<file path="config.mk">
export PLATFORM = sky130hd
export DESIGN_NAME = ste_stream_sequencer_flat
export DESIGN_NICKNAME = d
export VERILOG_FILES = /design/src/rtl/ste_stream_sequencer_if.sv /design/src/rtl/ste_stream_sequencer.sv /design/src/flat_wrapper.sv
export SDC_FILE = /design/constraint.sdc
export NUM_CORES = 1
export LEC_CHECK = 0
export BUFFER_PORTS_ARGS = -buffer_cell sky130_fd_sc_hd__buf_2
export CAP_MARGIN = 20
export CELL_PAD_IN_SITES_DETAIL_PLACEMENT = 0
export CELL_PAD_IN_SITES_GLOBAL_PLACEMENT = 1
export CORE_AREA = 2 2 191 193
export DETAILED_ROUTE_END_ITERATION = 8
export DIE_AREA = 0 0 193 195
export HOLD_SLACK_MARGIN = 0.03
export PLACE_DENSITY_LB_ADDON = 0.1
export SLEW_MARGIN = 20
export SYNTH_ARGS = -nofsm -noshare
export SYNTH_HDL_FRONTEND = slang
export SYNTH_SLANG_ARGS = --single-unit
</file>
<file path="constraint.sdc">
create_clock -name clock -period 3.7 [get_ports clock]
set_input_delay 0.37 -clock clock [delete_from_list [all_inputs] [get_ports clock]]
set_output_delay 0.37 -clock clock [all_outputs]
set_load 0.02 [all_outputs]
</file>
<file path="src/rtl/ste_stream_sequencer_if.sv">
// Byte-stream handshake bundle feeding the STE stream sequencer.
// The master drives bytes and the slave accepts them with in_ready.
interface ste_stream_sequencer_if;
  logic [7:0] in_data;
  logic       in_valid;
  logic       in_last;
  logic       in_ready;

  modport master (output in_data, output in_valid, output in_last, input in_ready);
  modport slave  (input in_data, input in_valid, input in_last, output in_ready);
endinterface

</file>
<file path="src/rtl/ste_stream_sequencer.sv">
// Packs bytes into 16-bit symbols, steps an STE array once per symbol and queues report offsets.
// Optional macro STE_SEQ_OVERFLOW_DROP_EN: drop reports on a full FIFO instead of stalling.
module ste_stream_sequencer #(
  parameter int OFS_W      = 32,
  parameter int FIFO_DEPTH = 4
) (
  input  logic                 clock,
  input  logic                 reset_n,
  input  logic                 start,
  ste_stream_sequencer_if.slave inBus,
  output logic [15:0]          sym_out,
  output logic                 step_en,
  output logic                 array_clear,
  input  logic                 array_report,
  output logic [OFS_W-1:0]     rpt_offset,
  output logic                 rpt_valid,
  input  logic                 rpt_ready,
  output logic                 busy,
  output logic                 done,
  output logic                 odd_byte
`ifdef STE_SEQ_OVERFLOW_DROP_EN
  ,
  output logic                 rpt_dropped
`endif
);

  localparam int PTR_W = $clog2(FIFO_DEPTH);

  typedef enum logic [2:0] {
    IDLE     = 3'd0,
    FETCH_HI = 3'd1,
    FETCH_LO = 3'd2,
    STEP     = 3'd3,
    DONE     = 3'd4
  } stateT;

  stateT            stateR;
  stateT            stateNext;
  logic [15:0]      symR;
  logic [OFS_W-1:0] offsetR;
  logic             lastPendingR;
  logic             doneR;
  logic             oddR;
  logic             busyR;
  logic             inReadyR;
  logic [OFS_W-1:0] fifoMem [FIFO_DEPTH];
  logic [PTR_W-1:0] wrPtrR;
  logic [PTR_W-1:0] rdPtrR;
  logic [PTR_W:0]   countR;
  logic             fifoFull;
  logic             popS;
  logic             pushS;
  logic             stallS;
  logic             dropS;
  logic             handshakeS;

  assign rpt_valid   = (countR != (PTR_W+1)'(0));
  assign fifoFull    = (countR == (PTR_W+1)'(FIFO_DEPTH));
  assign popS        = rpt_valid && rpt_ready;
  assign rpt_offset  = rpt_valid ? fifoMem[rdPtrR] : OFS_W'(0);
  assign handshakeS  = inBus.in_valid && inReadyR;
  assign inBus.in_ready = inReadyR;
  assign sym_out     = symR;
  assign busy        = busyR;
  assign done        = doneR;
  assign odd_byte    = oddR;

  // A report that cannot be stored either holds the step or is discarded
`ifdef STE_SEQ_OVERFLOW_DROP_EN
  assign stallS = 1'b0;
  assign dropS  = array_report && fifoFull && !popS;
`else
  assign stallS = array_report && fifoFull && !popS;
  assign dropS  = 1'b0;
`endif

  // Next-state decode plus the single-cycle array strobes and FIFO push
  always_comb begin
    stateNext   = stateR;
    step_en     = 1'b0;
    array_clear = 1'b0;
    pushS       = 1'b0;
    case (stateR)
      IDLE, DONE: begin
        if (start) begin
          array_clear = 1'b1;
          stateNext   = FETCH_HI;
        end else begin
          stateNext = stateR;
        end
      end
      FETCH_HI: begin
        if (handshakeS) begin
          stateNext = inBus.in_last ? DONE : FETCH_LO;
        end else begin
          stateNext = FETCH_HI;
        end
      end
      FETCH_LO: begin
        if (handshakeS) begin
          stateNext = STEP;
        end else begin
          stateNext = FETCH_LO;
        end
      end
      STEP: begin
        if (stallS) begin
          stateNext = STEP;
        end else begin
          step_en   = 1'b1;
          pushS     = array_report && (!fifoFull || popS);
          stateNext = lastPendingR ? DONE : FETCH_HI;
        end
      end
      default: stateNext = IDLE;
    endcase
  end

  // State register with registered status flags derived from the next state
  always_ff @(posedge clock or negedge reset_n) begin
    if (!reset_n) begin
      stateR   <= IDLE;
      busyR    <= 1'b0;
      inReadyR <= 1'b0;
      doneR    <= 1'b0;
    end else begin
      stateR   <= stateNext;
      busyR    <= (stateNext == FETCH_HI) || (stateNext == FETCH_LO) || (stateNext == STEP);
      inReadyR <= (stateNext == FETCH_HI) || (stateNext == FETCH_LO);
      doneR    <= (stateNext == DONE);
    end
  end

  // Symbol assembly, offset counter and scan flags
  always_ff @(posedge clock or negedge reset_n) begin
    if (!reset_n) begin
      symR         <= 16'h0000;
      offsetR      <= OFS_W'(0);
      lastPendingR <= 1'b0;
      oddR         <= 1'b0;
    end else begin
      case (stateR)
        IDLE, DONE: begin
          if (start) begin
            offsetR <= OFS_W'(0);
            oddR    <= 1'b0;
          end
        end
        FETCH_HI: begin
          if (handshakeS) begin
            symR[15:8] <= inBus.in_data;
            oddR       <= inBus.in_last;
          end
        end
        FETCH_LO: begin
          if (handshakeS) begin
            symR[7:0]    <= inBus.in_data;
            lastPendingR <= inBus.in_last;
          end
        end
        STEP: begin
          if (!stallS) begin
            offsetR <= offsetR + OFS_W'(1);
          end
        end
        default: ;
      endcase
    end
  end

`ifdef STE_SEQ_OVERFLOW_DROP_EN
  logic droppedR;
  assign rpt_dropped = droppedR;

  // Sticky flag for reports lost to a full FIFO
  always_ff @(posedge clock or negedge reset_n) begin
    if (!reset_n) begin
      droppedR <= 1'b0;
    end else if (((stateR == IDLE) || (stateR == DONE)) && start) begin
      droppedR <= 1'b0;
    end else if ((stateR == STEP) && dropS) begin
      droppedR <= 1'b1;
    end
  end
`endif

  // First-word-fall-through report FIFO; survives start, cleared only by reset
  always_ff @(posedge clock or negedge reset_n) begin
    if (!reset_n) begin
      wrPtrR <= PTR_W'(0);
      rdPtrR <= PTR_W'(0);
      countR <= (PTR_W+1)'(0);
      for (int i = 0; i < FIFO_DEPTH; i++) begin
        fifoMem[i] <= OFS_W'(0);
      end
    end else begin
      if (pushS) begin
        fifoMem[wrPtrR] <= offsetR;
        wrPtrR          <= wrPtrR + PTR_W'(1);
      end
      if (popS) begin
        rdPtrR <= rdPtrR + PTR_W'(1);
      end
      countR <= countR + (PTR_W+1)'(pushS) - (PTR_W+1)'(popS);
    end
  end

endmodule

</file>
<file path="src/flat_wrapper.sv">
// flat-port wrapper written by rule: the top's interface ports become plain ports
module ste_stream_sequencer_flat 
#(
  parameter int OFS_W      = 32,
  parameter int FIFO_DEPTH = 4
)
  (clock, reset_n, start, sym_out, step_en, array_clear, array_report, rpt_offset, rpt_valid, rpt_ready, busy, done, odd_byte, inBus_in_data, inBus_in_valid, inBus_in_last, inBus_in_ready);
  ste_stream_sequencer_if inBus_i ();
  input  logic clock;
  input  logic reset_n;
  input  logic start;
  output logic [15:0] sym_out;
  output logic step_en;
  output logic array_clear;
  input  logic array_report;
  output logic [OFS_W-1:0] rpt_offset;
  output logic rpt_valid;
  input  logic rpt_ready;
  output logic busy;
  output logic done;
  output logic odd_byte;
  input wire logic [$bits(inBus_i.in_data)-1:0] inBus_in_data;
  input wire logic [$bits(inBus_i.in_valid)-1:0] inBus_in_valid;
  input wire logic [$bits(inBus_i.in_last)-1:0] inBus_in_last;
  output wire logic [$bits(inBus_i.in_ready)-1:0] inBus_in_ready;
  assign inBus_i.in_data = inBus_in_data;
  assign inBus_i.in_valid = inBus_in_valid;
  assign inBus_i.in_last = inBus_in_last;
  assign inBus_in_ready = inBus_i.in_ready;
  ste_stream_sequencer #(.OFS_W(OFS_W), .FIFO_DEPTH(FIFO_DEPTH)) u_core (.clock(clock), .reset_n(reset_n), .start(start), .inBus(inBus_i), .sym_out(sym_out), .step_en(step_en), .array_clear(array_clear), .array_report(array_report), .rpt_offset(rpt_offset), .rpt_valid(rpt_valid), .rpt_ready(rpt_ready), .busy(busy), .done(done), .odd_byte(odd_byte));
endmodule
</file>
==> results list <==
- Die outline height: a little under 200 um
* Clock period minus worst slack: roughly 2.7 ns
* Wire length per cell after detailed routing: between 15 and 20 um
- Final cell count without fillers: between 1000 and 1500
* Post-Syn Nets: around 680
- Initial Utilization: 24.8%
- Routed length on met2: 11.3 mm
- Counting flops with a built-in enable in the synthesized netlist gives 0.
- Iteration count of the initial detailed-routing pass: 4
- The clock passes through at most 2 buffers.
- Net switching is 32.8% of the power.
* Buffers and inverters on the worst path: 2
- FF/Latch Area: between 4000 and 5000 um2
- Clock group share of total power: a little under 30%
* Global-route wire length before repair: 35.5 mm
* Largest net degree at the start of global routing: 103
- The final reports fail on hold timing.
- Leakage component of the power: slightly below 5 nW
- Vias per Instance: 4.56
- Most used cells in the layout excluding fill and tap cells: sky130_fd_sc_hd__dfrtp_1 (190), sky130_fd_sc_hd__mux2_2 (138), sky130_fd_sc_hd__buf_2 (68)
* Worst slack after detailed placement: about 1.0 ns
- Data arrival, critical path: between 2 and 2.5 ns
- Maximum clock frequency: around 0.37 GHz
- IR analysis of the VDD net gives a maximum drop of roughly 0.00032 V.
- The hold violation count in the final report was 2.
* Number of distinct standard cells referenced by the synthesized netlist: 42
- Ant diodes: 0
- The critical path is of the reg -> out type.
* Routed met3 length: between 600 and 700 um
- The internal power of the cells totals between 4 and 5 mW.
* Longest individual stage delay on the worst path: a little over 0.9 ns
- Total DRC errors in the routed layout: 0
- In this run, placement finished with an instance count of between 1000 and 1500.
* Ratio of total power to cell area: a little under 600 nW/um2
- Setup violations remaining at the end of the flow were counted as 0.
* Residual overflow from global routing: 0
* Clock-pin slew on the worst setup and hold paths: roughly 0.07 ns
* Cell Area, Synth: around 8800 um2
- CTS tree: done
* Worst Hold Margin: -0.00521 ns
- Clock skew after layout: a little over 0.008 ns
- Capture point of the worst reg-to-reg path: u_core.countR[2]
- Of the synthesized area, sequential elements account for a little over half.
* Clock latency on the worst-skew pair: between 0.4 and 0.5 ns
- Antenna Violating Nets Remaining: 0
- Site Rows: 69
- Most instantiated flip-flop cell in the synthesis netlist: sky130_fd_sc_hd__dfrtp_1
- Number of instances in the synthesized netlist: between 600 and 700
- Measured against its own limit, the worst slew margin works out to roughly a third.
* Total Wirelength: approximately 22 mm
- Measured in cells, the most critical reg-to-reg path has a length of 10.
* H-tree levels: 4
- Counting the fill cells in the layout gives between 3000 and 4000.
- STA classifies the critical path startpoint as a flip-flop.
- Worst setup EP type: output pin
- Clock root buffer: sky130_fd_sc_hd__clkbuf_16
- The number of global-route vias before repair came to between 6000 and 7000.
* Logic gate share of total power: about a quarter
* I/O Buffers: a little under 70
- Data required time at the worst endpoint: between 3 and 4 ns
- The count of pins over their slew limit came to 0.
- Leaving out fill and tap cells, the most frequent cell in the layout is sky130_fd_sc_hd__dfrtp_1.
- The floorplan step set the die width to ~190 um.
* IO Count: 70
- Cells with a size suffix above 1 make up between 40% and 50% of the layout.
- Number of nets in the final layout: roughly 740
- Switching power: 1.97 mW
- After synthesis, the share of flip-flops with an asynchronous set or reset is 100%.
- Area enclosed by the die boundary: between 30000 and 40000 um2
- Number of antenna violations at the first check in global routing: 0
- Dividing the final minimum period by the clock period gives between 70% and 80%.
- Overall power after layout: 6.01 mW
- The final route contains 5422 vias.
* Chain of cells forming the critical path: buf_12 -> mux4_2 -> and2_1 -> buf_2
- Half-perimeter wire length of the detailed placement result: between 10 and 15 mm
- Worst setup slack after layout: roughly 0.98 ns
* Global router's overall resource usage: between 10% and 20%
- For flop-to-flop paths, the worst setup slack is between 1 and 1.5 ns.
- Portion of total power attributed to sequential cells: about 44%
* Total clock buffers created by CTS: 17
- Initial drt markers: roughly 270
* Setup repair after global routing missed its margin: no
- Buffers added to address setup during post-CTS repair amount to 0.
- Max-capacitance violation count: 0
- Routed signal wires occupy layers up through met4.
- Multi-input logic area: 3720 um2
- Synthesized area per cell: ~13 um2
* Sum of routed wire segments on met1: ~9.8 mm
- Cts repair resizes: 0
- Placer congestion estimate: about 0.70
* Cell at the slowest stage of the critical path: sky130_fd_sc_hd__dfrtp_1
* Worst path top cell family by delay: flip-flops
- Worst reg2reg path startpoint: u_core.countR[2]
* Total negative setup slack: 0 ns
* Total number of yosys warnings: 0
- At the pin with the least slew margin, the transition time is about 0.97 ns.
* Placeable core area: 35400 um2
* Area added between synthesis and finish: 16.9%
- Min-delay worst type: in -> async
* Result of the run: finished, violations left
* Clk sinks: between 150 and 200
- Largest fanout of any net on the critical path: 21
* Register bit total from synthesis: 191
* Hold buffer count at CTS: 0
-- through the flow --
stage | hold slack [ns] | utilization (%) | cell area [um2]
after floorplan | 0.0744 | - | 8760
after global placement | 0.458 | 27.3 | 9680
after detailed placement | 0.469 | 27.3 | 9680
after CTS | 0.0731 | 28.9 | 10200
after global routing | 0.0951 | 28.9 | 10200
final | -0.00521 | 28.9 | 10200
-- layer usage --
metal | global-route usage [%] | vias to the layer above
li1 | - | 2473
met1 | 15.7 | 2834
met2 | 21.7 | 91
met3 | 2.61 | 24
met4 | 3.98 | 0
met5 | 0 | -
-- power groups by stage --
| stage | Clock [mW] | Sequential (mW) | Combinational, mW |
|---|---|---|---|
| CTS | 1.88 | 2.63 | 1.67 |
| finish | 1.79 | 2.62 | 1.60 |
| global placement | 0 | 2.64 | 1.64 |
| global route | 1.97 | 2.67 | 1.75 |
| floorplan | 0 | 2.65 | 1.03 |
| detailed placement | 0 | 2.66 | 1.66 |
-- Yosys cell counts, types with 7 or more instances --
library cell	count	area share, %
sky130_fd_sc_hd__a21oi_1	17	0.97
sky130_fd_sc_hd__and2_1	35	2.5
sky130_fd_sc_hd__mux2_2	138	18
sky130_fd_sc_hd__nand2_1	34	1.5
sky130_fd_sc_hd__nand3_1	13	0.74
sky130_fd_sc_hd__dfrtp_1	191	55
sky130_fd_sc_hd__buf_2	14	0.80
sky130_fd_sc_hd__inv_1	13	0.56
sky130_fd_sc_hd__mux4_2	32	8.2
sky130_fd_sc_hd__clkbuf_1	27	1.2
sky130_fd_sc_hd__nand4_1	13	0.93
sky130_fd_sc_hd__xnor2_1	10	1.0
sky130_fd_sc_hd__or4_1	7	0.60
sky130_fd_sc_hd__xor2_1	13	1.3
sky130_fd_sc_hd__o21ai_0	15	0.86
sky130_fd_sc_hd__nor2_1	23	0.99
sky130_fd_sc_hd__ha_1	7	1.0
-- worst register-to-register path, delay by kind of cell (launching register included) --
kind / cells / cell delay [ns]
xor gates and xnor gates: 2 / 0.34
adders and majority gates: 3 / 0.80
buffers and inverters: 3 / 0.38
DFF: 1 / 0.41
and+or+nand+nor: 2 / 0.63
-- cells by family (layout without fill, tap and decap cells) --
kind of cell	after synthesis	after routing	share of synthesized area [%]
compound gates	44	44	3.06
xor+xnor	23	23	2.30
fa+ha+maj	8	8	1.23
buf+inv	61	135	3.00
flops	191	191	54.6
mux	170	170	26.0
simple gates	158	158	9.90
-- area by class of cell --
cell class | count | share of cell area, %
well taps | 461 | 5.63
inverters | 13 | 0.477
clock buffers | 21 | 4.40
repair buffers | 90 | 5.36
flip-flops and latches | 191 | 46.7
multi-input cells | 403 | 36.4
clock inverters | 11 | 1.06
-- how the worst max path moves through the flow --
stage | from | endpoint | slack, ns | cells after the start
after floorplan | u_core.rdPtrR[0] | rpt_offset[10] | 1.38 | 4
after global placement | u_core.countR[2] | u_core.countR[2] | 1.11 | 10
after detailed placement | u_core.countR[2] | u_core.countR[2] | 1.03 | 10
after CTS | u_core.rdPtrR[1] | rpt_offset[23] | 0.87 | 4
after global routing | u_core.rdPtrR[1] | rpt_offset[27] | 0.86 | 4
final | u_core.rdPtrR[1] | rpt_offset[27] | 0.98 | 4
-- sequential cells by signal, summed over array words and instances (netlist names), 2 cells and up --
register and flops:
u_core.countR 3, u_core.fifoMem 128, u_core.offsetR 32, u_core.rdPtrR 2
u_core.stateR 3, u_core.sym_out 16, u_core.wrPtrR 2
No activity file was read; power rests on OpenSTA's default activity.
